===== src/rtl/counter_pkg.sv =====
// Shared configuration for the free-running counter.
// Holds the default width and the legal width range used by the top level.
// No types are exported; the counter has a single integer parameter.
package counter_pkg;

  // Default counter width and the legal range for the Size parameter.
  localparam int COUNTER_DEFAULT_SIZE = 5;
  localparam int COUNTER_MIN_SIZE     = 1;
  localparam int COUNTER_MAX_SIZE     = 32;

endpackage : counter_pkg


===== src/rtl/counter.sv =====
// Free-running Size-bit binary up-counter, modulo 2^Size, synchronous active-high reset.
// Latency: the updated value is visible right after each rising edge (count is a register).
// Backpressure: none; leaf block with no handshake, counts on every non-reset edge.
//
// Ports:
//   clock  - system clock, all state changes on the rising edge
//   reset  - synchronous active-high reset, takes priority over counting and wrap
//   count  - current counter value, driven straight from count_q
module counter
  import counter_pkg::*;
#(
  parameter int Size = COUNTER_DEFAULT_SIZE
) (
  input  logic            clock,
  input  logic            reset,
  output logic [Size-1:0] count
);

  // Reject out-of-range widths at elaboration time.
  if (Size < COUNTER_MIN_SIZE) begin : g_size_too_small
    $fatal(1, "counter: Size must be at least 1");
  end
  if (Size > COUNTER_MAX_SIZE) begin : g_size_too_large
    $fatal(1, "counter: Size must not exceed 32");
  end

  logic [Size-1:0] count_q;

  // Reset wins over the increment, so a reset edge at all-ones yields 0, not a
  // wrap followed by an increment. The add truncates to Size bits, which gives
  // the 2^Size-1 -> 0 wrap for free with no extra cycle.
  always_ff @(posedge clock) begin
    if (reset) begin
      count_q <= '0;
    end else begin
      count_q <= count_q + Size'(1);
    end
  end

  assign count = count_q;

endmodule : counter


===== config.mk =====
export PLATFORM = sky130hd
export DESIGN_NAME = counter
export DESIGN_NICKNAME = d
export VERILOG_FILES = /design/src/rtl/counter_pkg.sv /design/src/rtl/counter.sv
export SDC_FILE = /design/constraint.sdc
export NUM_CORES = 1
export LEC_CHECK = 0
export CORE_AREA = 5 5 42 44
export DETAILED_ROUTE_END_ITERATION = 8
export DIE_AREA = 0 0 47 49
export PLACE_DENSITY = 0.34
export SKIP_CTS_REPAIR_TIMING = 1
export SLEW_MARGIN = 30
export SYNTH_ARGS = -nofsm -noshare
export SYNTH_HDL_FRONTEND = slang
export SYNTH_SLANG_ARGS = --single-unit

===== constraint.sdc =====
create_clock -name clock -period 1.43 [get_ports clock]
set_input_delay 0.286 -clock clock [delete_from_list [all_inputs] [get_ports clock]]
set_output_delay 0.286 -clock clock [all_outputs]
set_load 0.005 [all_outputs]

After elaboration in Yosys (flattened, before gate mapping)
Index checks and enable logic that the tools add are counted.
{"block": "op_classes", "addsub": 1}
{"operator": "5-bit by 1-bit adder with 5-bit output, second input constant", "count": 1}
{"block": "totals", "reg_bits": 5, "output_inout_bits": 5, "input_bits": 2}

Logic depth before layout (Yosys ltp)
Gate-level depths: netlist of the first run.
{"block": "depth", "ltp_word": 1, "depth_mapped": 3}

Worst setup path after synthesis of the first run
Ideal clock, no wire load.
{"block": "synth_timing", "path_kind": "register -> register", "from": "reg count_q[0] (netlist: count[0])", "to": "reg count_q[4] (netlist: count[4])", "arrival_time_ps": 934, "t_required_ps": 1309, "slack_ps": 375, "n_path_buf": 0, "stages_incl_launch_ff": 4, "path_cell_list": "dfxtp_1 ha_1 nand3_1 mux2_4"}
{"block": "synth_between", "elab_chain_cells": 1}
{"item": "start, declared", "line_no": "counter.sv:27", "text": "logic [Size-1:0] count_q;"}
{"item": "start signal, assigned", "line_no": "counter.sv:36", "text": "count_q <= count_q + Size'(1);"}
{"item": "5-bit by 1-bit adder with 5-bit output", "line_no": "counter.sv:36"}
Every way passes these cells.
A chain may end at the register's enable or synchronous reset.

Worst setup path in the final report of the first run
{"block": "layout_timing", "from": "reg count_q[3] (netlist: count[3])", "to": "out count[3]"}
{"item": "end, declared", "line_no": "counter.sv:16", "text": "output logic [Size-1:0] count"}
No word-level cell between the ends.

==> results of run 1 <==
==> stage by stage <==
step / util (%) / total power [mW] / instances / TNS (ps) / area [um^2]
3_5_place_dp: 20.18 / 0.1905 / 41 / 0 / 282.8
5_1_grt: 22.86 / 0.3799 / 45 / 0 / 320.3
2_1_floorplan: - / 0.1670 / 18 / 0 / 195.2
4_1_cts: 22.05 / 0.3659 / 45 / -78.80 / 309.0
3_3_place_gp: 20.18 / 0.1910 / 41 / 0 / 282.8
6_report: 22.86 / 0.3585 / 45 / 0 / 320.3
==> layer usage <==
metal	track usage, %	vias to the layer above	part of all wire, %
li1	-	80	-
met1	4.835	80	43
met2	5.656	9	39
met3	2.952	2	14
met4	6.912	0	3.9
met5	0	-	0
==> worst min path at each step <==
stage,depth (start not counted),to,slack [ps]
floorplan,1,count[0],350
global placement,1,count[0],450
detailed placement,1,count[0],460
CTS,1,count[0],480
global route,1,count[0],450
finish,1,count[0],430
==> logic make-up after synthesis <==
| group | count (synthesis) | synth area share, % |
|---|---|---|
| xor gates and xnor gates | 1 | 4.488 |
| muxes | 2 | 15.39 |
| and+or+nand+nor | 9 | 22.43 |
| DFF | 5 | 51.28 |
| adders and majority gates | 1 | 6.409 |
==> worst reg2reg max path, delay by kind of cell (launching register included) <==
| family | cells | cell delay (ps) |
|---|---|---|
| simple gates | 1 | 110 |
| fa+ha+maj | 1 | 220 |
| mux | 1 | 300 |
| flops | 1 | 330 |
==> final cells by class <==
class | instances | area, um^2 | area share (%)
Sequential cell | 5 | 106.4 | 33.20
Multi-Input combinational cell | 13 | 95.09 | 29.69
Timing Repair Buffer | 7 | 72.57 | 22.66
Clock buffer | 4 | 26.28 | 8.203
Tap cell | 16 | 20.02 | 6.250
==> power groups by stage <==
| stage | registers, mW | clock network, mW | logic, mW |
|---|---|---|---|
| floorplan | 0.156 | 0 | 0.0107 |
| CTS | 0.155 | 0.177 | 0.0345 |
| detailed placement | 0.157 | 0 | 0.0338 |
| global placement | 0.157 | 0 | 0.0342 |
| global route | 0.157 | 0.186 | 0.0364 |
| finish | 0.156 | 0.170 | 0.0329 |
==> cells in the mapped netlist, drive strengths merged <==
master / instances / area, um^2
ha: 1 / 12.51
dfxtp: 5 / 100.1
xnor2: 1 / 8.760
nor2b: 3 / 18.77
mux2: 2 / 30.03
nand3: 2 / 10.01
nor2: 4 / 15.01
==> results.toml, run 1 <==
[yosys]
synth.avg_cell_area_um2 = 10.84
syn_nets = 21
synth.distinct_cells = 7
syn_inst = 18
synth_area_um2 = 195.2
yosysSeqAreaShare_pct = 51.28
ys_ff_latch = 5
yosys_warnings = 0

[floorplan]
die_w_um = 47
core.rowCount = 14
core_area_um2 = 1401
die_y_um = 49
start_util_pct = 13.93
fp.dieArea_um2 = 2303
io-pin-count = 7

[drt]
drt_iter0_drc = 2
vias = 171
routedWlPerCell_um = 9.644
wl_um = 434
vias_per_cell = 3.800
drtAntennaViolNets = 0
remaining_drc_errors = 0
first_pass_iters = 2

[placed_design]
gp_congestion = 0.6016
portBuffers = 6
place_ws_ps = 154.5

[setup_path]
cp_num_cells = 1
worstReg2RegStart = "count[0]"
crit_path_end = "count[3]"
crit_chain = "clkdlybuf4s50_1"
slowest_stage = "clkdlybuf4s50_1"
crit_buf_inv = 1
worstSetupPathType = "flop to output pin"
r2r-end = "count[4]"
cp_data_arrival_time_ps = 1100
crit_family = "buffers and inverters"
r2r_cells = 3
crit_path_start = "count[3]"
max_stage_delay_ps = 510
end_kind = "output pin"
cp.required_ps = 1140
cp_max_fo = 4
worst-r2r-setup-slack_ps = 360
crit_path_start_kind = "flop"

[cts]
cts_tree = "yes"
clk_pin_slew_ps = 50
cts_buffers = 3
clockBufferDepth = 2
clock_sinks = 5
clk_latency_ps = 250
cts-root-buf = "clkbuf_4"
cts_max_level = 1

[pwr]
power.leakage_nw = 0.1593
p_per_area_nw_per_um2 = 1119
p_clk_share_pct = 47.4
power.switching_uw = 82.36
p_sw_share_pct = 22.97
vdd_drop_max_v = 0.0004333
intPower_uw = 276.1
power_frac_seq_pct = 43.5
comb_power_share_pct = 9.2

[finish]
fin_nets = 33
diodes = 0
final_cell_mix = "5 x dfxtp_2, 4 x nor2_1, 4 x clkdlybuf4s50_1"
drive_gt1_share_pct = 37.93
layout_commonest_cell = "dfxtp_2"
area_growth_syn_to_layout_pct = 64.10
fillCellCount = 158
largest_register_ff_count = 5

[global_routing]
grt-ovfl-total = 0
grtUsageTotal_pct = 4.930
grt_max_degree = 6
antenna_found_initial = 0
grt_pass1_wl_um = 731
grt_pass1_vias = 183

[run_status]
status = "completed"

[sta]
setup_viol = 0
final_max_slew_viol_count = 0
fin_skew_ps = 5.155
fmax_ghz = 0.7231
hold_slack_ps = 429.3
tightestPinTransition_ps = 181.3
rsz0062_at_grt = "false"
worst_slack_ps = 47.03
relSlewSlack_pct = 87.87
finalCritPeriodShare_pct = 96.71
fin_crit_ps = 1383
hold_viol = 0

[worst_hold_path]
hp-class = "flop to flop"
hold_path_startpoint = "count[0]"

[run]
max_cap_viol_count = 0
No activity file was read; power rests on OpenSTA's default activity.
==> inputs of run 2 (changes only) <==
--- a/config.mk
+++ b/config.mk
@@ -8,6 +8,7 @@
 export CORE_AREA = 5 5 42 44
 export DETAILED_ROUTE_END_ITERATION = 8
 export DIE_AREA = 0 0 47 49
+export HOLD_SLACK_MARGIN = 0.12
 export PLACE_DENSITY = 0.34
 export SKIP_CTS_REPAIR_TIMING = 1
 export SLEW_MARGIN = 30
==> results of run 2 <==
Final layout, timing and power as in run 1 (identical DEF).
